[src/rtl/axis_demux_dma_src.sv]
// rtl/axis_demux_dma_src.sv - descriptor-driven demux of one AXI-Stream into N_SPLIT_CHAN streams
// Each accepted descriptor steers data.len+1 input beats to axis_out[chan]; out-of-range chan drains.
module axis_demux_dma_src #(
  parameter int N_SPLIT_CHAN  = 4,
  parameter int MUX_DATA_BITS = 64,
  parameter int LEN_BITS      = 16,
  localparam int BLEN_BITS    = LEN_BITS - $clog2(MUX_DATA_BITS/8),
  // one extra bit so chan == N_SPLIT_CHAN (drain) is representable
  localparam int CHAN_BITS    = $clog2(N_SPLIT_CHAN) + 1
) (
  input  logic                                         aclk,
  input  logic                                         aresetn,
  input  logic                                         mux_valid,
  output logic                                         mux_ready,
  input  logic [CHAN_BITS-1:0]                         mux_chan,
  input  logic [BLEN_BITS-1:0]                         mux_len,
  input  logic                                         mux_last,
  input  logic [MUX_DATA_BITS-1:0]                     axis_in_tdata,
  input  logic [MUX_DATA_BITS/8-1:0]                   axis_in_tkeep,
  input  logic                                         axis_in_tvalid,
  output logic                                         axis_in_tready,
  input  logic                                         axis_in_tlast,
  output logic [N_SPLIT_CHAN-1:0][MUX_DATA_BITS-1:0]   axis_out_tdata,
  output logic [N_SPLIT_CHAN-1:0][MUX_DATA_BITS/8-1:0] axis_out_tkeep,
  output logic [N_SPLIT_CHAN-1:0]                      axis_out_tvalid,
  input  logic [N_SPLIT_CHAN-1:0]                      axis_out_tready,
  output logic [N_SPLIT_CHAN-1:0]                      axis_out_tlast
);

  typedef enum logic {ST_IDLE, ST_DEMUX} state_t;

  state_t               state_C, state_N;
  logic [CHAN_BITS-1:0] id_C, id_N;
  logic [BLEN_BITS-1:0] cnt_C, cnt_N;
  logic                 sel_valid;
  logic                 beat;
  logic                 unused_ok;

  assign unused_ok = &{1'b0, mux_last, axis_in_tlast};
  assign sel_valid = (id_C < CHAN_BITS'(N_SPLIT_CHAN));

  always_ff @(posedge aclk) begin
    if (!aresetn) begin
      state_C <= ST_IDLE;
      id_C    <= '0;
      cnt_C   <= '0;
    end else begin
      state_C <= state_N;
      id_C    <= id_N;
      cnt_C   <= cnt_N;
    end
  end

  always_comb begin
    state_N         = state_C;
    id_N            = id_C;
    cnt_N           = cnt_C;
    mux_ready       = 1'b0;
    axis_in_tready  = 1'b0;
    axis_out_tdata  = '0;
    axis_out_tkeep  = '0;
    axis_out_tvalid = '0;
    axis_out_tlast  = '0;
    beat            = 1'b0;
    case (state_C)
      ST_IDLE: begin
        mux_ready = mux_valid;
        if (mux_valid) begin
          id_N    = mux_chan;
          cnt_N   = mux_len;
          state_N = ST_DEMUX;
        end
      end
      ST_DEMUX: begin
        // Drain mode: accept everything, present nothing.
        axis_in_tready = !sel_valid;
        for (int i = 0; i < N_SPLIT_CHAN; i++) begin
          if (sel_valid && id_C == CHAN_BITS'(i)) begin
            axis_out_tvalid[i] = axis_in_tvalid;
            axis_out_tdata[i]  = axis_in_tdata;
            axis_out_tkeep[i]  = axis_in_tkeep;
            axis_out_tlast[i]  = (cnt_C == '0);
            axis_in_tready     = axis_out_tready[i];
          end
        end
        beat = axis_in_tvalid && axis_in_tready;
        if (beat) begin
          if (cnt_C != '0) begin
            cnt_N = cnt_C - BLEN_BITS'(1);
          end else if (mux_valid) begin
            mux_ready = 1'b1;
            id_N      = mux_chan;
            cnt_N     = mux_len;
          end else begin
            state_N = ST_IDLE;
          end
        end
      end
      default: state_N = ST_IDLE;
    endcase
  end

endmodule

[config.mk]
export PLATFORM = sky130hd
export DESIGN_NAME = axis_demux_dma_src
export DESIGN_NICKNAME = d
export VERILOG_FILES = /design/src/rtl/axis_demux_dma_src.sv
export SDC_FILE = /design/constraint.sdc
export NUM_CORES = 1
export LEC_CHECK = 0
export BUFFER_PORTS_ARGS = -buffer_cell sky130_fd_sc_hd__buf_2
export CORE_AREA = 2 2 153 155
export CTS_CLUSTER_DIAMETER = 200
export DETAILED_ROUTE_END_ITERATION = 6
export DIE_AREA = 0 0 155 157
export GPL_ROUTABILITY_DRIVEN = 0
export HOLD_SLACK_MARGIN = 0.08
export PLACE_DENSITY = 0.42
export SETUP_SLACK_MARGIN = 0.05
export SYNTH_ARGS = -nofsm -noshare
export SYNTH_HDL_FRONTEND = slang
export SYNTH_SLANG_ARGS = --single-unit
[constraint.sdc]
create_clock -name aclk -period 7.1 [get_ports aclk]
set_clock_uncertainty 0.2 [all_clocks]
set_input_delay 1.42 -clock aclk [delete_from_list [all_inputs] [get_ports aclk]]
set_output_delay 1.42 -clock aclk [all_outputs]
set_load 0.1 [all_outputs]
==> results.py <==
metrics = {
    "setup_path": {
        "crit_buf_inv": 3,
        "crit_type": "in2out",
        "path_delay_family": "compound AO/OA/AOI/OAI gates",
        "crit_chain": "buf_2 > mux2i_1 > a221oi_2 > nand3_4 > clkinv_4 > buf_2",
        "r2r_cells": 6,
        "slowest_delay_ns": 0.89,
        "cp.required_ns": 5.48,
        "regToRegEndpoint": "cnt_C[12]$_SDFFE_PN0P_",
        "cp_common_cell": "buf_2",
        "reg2reg_slack_ns": 4.31,
        "cp_slowest_cell": "a221oi_2",
        "arrival_ns": 3.39,
        "critPathCaptureType": "output port",
        "cp_max_fo": 12,
        "reg2reg_from": "state_C$_SDFF_PN0_",
        "critPathLaunchType": "input pin",
    },
    "grt": {
        "grt_pass1_wl_mm": 26.9,
        "busiest_layer": "met2",
        "grtUsageMet1_pct": 17.6,
        "grt_usage_pct": 14.0,
        "grt_pass1_vias": 4376,
        "grt_use_met2_pct": 25.7,
        "use_met3_pct": 2.26,
        "grt_max_degree": 75,
        "antenna_found_initial": 0,
        "overflow": 0,
    },
    "hold_path": {
        "min_from": "cnt_C[12]$_SDFFE_PN0P_",
        "min_path_type": "reg2reg",
        "holdPathEnd": "cnt_C[12]$_SDFFE_PN0P_",
        "min_path_cells": 2,
    },
    "logic_synthesis": {
        "synthTopCellsByArea": "nor2_1, dfxtp_1, nand2_1, clkbuf_1, buf_1",
        "ys_dominant_reg_cell": "dfxtp_1",
        "ys_types": 49,
        "yosysTopAreaCell": "nor2_1",
        "syn-num-nets": 670,
        "ys_ff_latch": 17,
        "synthCells": 570,
        "netlist_area_sq_um": 2800,
        "synth_top_area_share_pct": 41.3,
        "async_flop_share_pct": 0,
        "ys_warn_count": 0,
        "ys_seq_area_share_pct": 12.2,
        "avgSynthCellArea_sq_um": 4.91,
        "synth_edf_count": 0,
    },
    "timing": {
        "period_minus_slack_ns": 5.01,
        "fin_setup_tns_ns": 0,
        "maxSlewHeadroom_pct": 32.3,
        "setup_viol": 0,
        "hold_viol_final": 0,
        "worstMarginPinSlew_ns": 1.02,
        "period_share_pct": 70.5,
        "slew_violations": 0,
        "fmax_mhz": 200,
        "rsz0062_at_grt": "false",
    },
    "cells_and_area": {
        "antenna-diode-count": 0,
        "syn2layout_area_growth_pct": 80.7,
        "layout_common_cells": "buf_2, nor2_1, nand2_1",
        "fillers": 2662,
        "finalNetCount": 1022,
        "final_area_sq_um": 5060,
        "drive_above_1_share_pct": 45.5,
        "layout_commonest_cell": "buf_2",
    },
    "detailed_routing": {
        "routedWlPerCell_um": 15.9,
        "detail-route-antenna-nets": 0,
        "drt_wl_total_mm": 19.1,
        "via_per_inst": 4.17,
        "vias": 5032,
        "drcViolationCount": 0,
        "drt_iter0_markers": 431,
        "drt_pass1_iterations": 7,
    },
    "floorplan": {
        "start_util_pct": 12.4,
        "fp.dieH_um": 157,
        "io_pins": 396,
        "core_sq_um": 22500,
        "fp-row-count": 55,
        "die_x_um": 155,
        "dieArea_sq_um": 24300,
    },
    "placement": {
        "io_buffers": 393,
        "hpwl_mm": 14.9,
        "placed_cell_area_sq_um": 4980,
    },
    "clock_network": {
        "postCtsHoldBufs": 0,
        "clock_sinks": 17,
        "clock_latency_ns": 0.25,
        "cts_max_level": 1,
        "cts_root_buffer": "clkbuf_16",
        "cts.repair.resized": 0,
        "postCtsSetupBuffers": 0,
        "ctsLongestPathBuffers": 2,
        "cts_tree": "done",
        "cts.reportedPaths.clkPinSlew_ns": 0.06,
        "numCtsBuffers": 3,
    },
    "power": {
        "powerDensity_nw_per_um2": 216,
        "p_leak_nw": 3.04,
        "ir_drop_mv": 0.107,
    },
    "run": {
        "maxCapViolations": 0,
    },
    "outcome": {
        "status": "finished clean",
    },
}
[synthesized netlist by cell type, drive strengths merged, types with 2 or more instances]
cell type and instances:
a21boi 3, a21oi 13, a31oi 7, and2 2, buf 22, clkbuf 31, dfxtp 17, ha 2
inv 4, mux2i 4, nand2 90, nand3 3, nand4 6, nor2 308, nor2b 2, nor3 9
nor3b 2, nor4 4, o211a 2, o211ai 2, o21ai 10, o221a 3, o221ai 2, o31ai 3
or4 3
[worst max path at each step]
stage,startpoint,cells after the start,end
5_1_grt,axis_out_tready[2],6,mux_ready
4_1_cts,axis_out_tready[2],6,mux_ready
6_report,axis_out_tready[2],6,mux_ready
2_1_floorplan,axis_out_tready[2],4,axis_in_tready
3_3_place_gp,axis_out_tready[2],6,mux_ready
3_5_place_dp,axis_out_tready[2],6,mux_ready
[sequential cells by signal (all words and copies together) (netlist names)]
| signal | flops |
|---|---|
| cnt_C | 13 |
| id_C | 3 |
| state_C | 1 |
[report_power, final]
part,internal (W),switching (W)
logic,0.000140,0.000689
clock network,0.0000764,0.0000410
registers,0.000112,0.0000351
total,0.000328,0.000765
[per-stage QoR]
step,hold slack [ns],utilization (%),setup slack (ns),cells,total power (W)
2_1_floorplan,0.289,-,2.56,570,0.000813
3_3_place_gp,0.328,22.1,2.05,1202,0.000978
3_5_place_dp,0.326,22.1,2.03,1202,0.000978
4_1_cts,0.339,22.5,2.04,1206,0.00110
5_1_grt,0.386,22.5,1.92,1206,0.00115
6_report,0.347,22.5,2.09,1206,0.00109
[kinds of logic (layout without fill, tap and decap cells)]
kind of cell             count (synthesis)  count (layout)  share of synthesized area (%)
AND/OR/NAND/NOR                        437             437                           63.5
buffers and inverters                   58             409                           8.40
AO/OA/AOI/OAI                           52              52                           13.6
flip-flops                              17              17                           12.2
multiplexers                             4               4                           1.43
adder cells (fa/ha/maj)                  2               2                          0.894
[layer usage]
layer,part of all wire [%],wire (um)
met1,41,7900
met2,51,9670
met3,7.3,1390
met4,0.92,177
met5,0,0
[area by class of cell]
class	count	area, sq um	share of cell area (%)
Sequential cell	17	344	6.80
Clock buffer	4	78.8	1.56
Timing Repair Buffer	400	2020	39.9
Inverter	5	23.8	0.470
Multi-Input combinational cell	495	2240	44.2
Tap cell	285	357	7.05
[worst reg2reg max path, delay by kind of cell (launching register included)]
family,cells,cell delay (ns)
buffers and inverters,1,0.55
AO/OA/AOI/OAI,3,1.12
flip-flops,1,0.65
AND/OR/NAND/NOR,2,0.17
No activity file was read; power rests on OpenSTA's default activity.
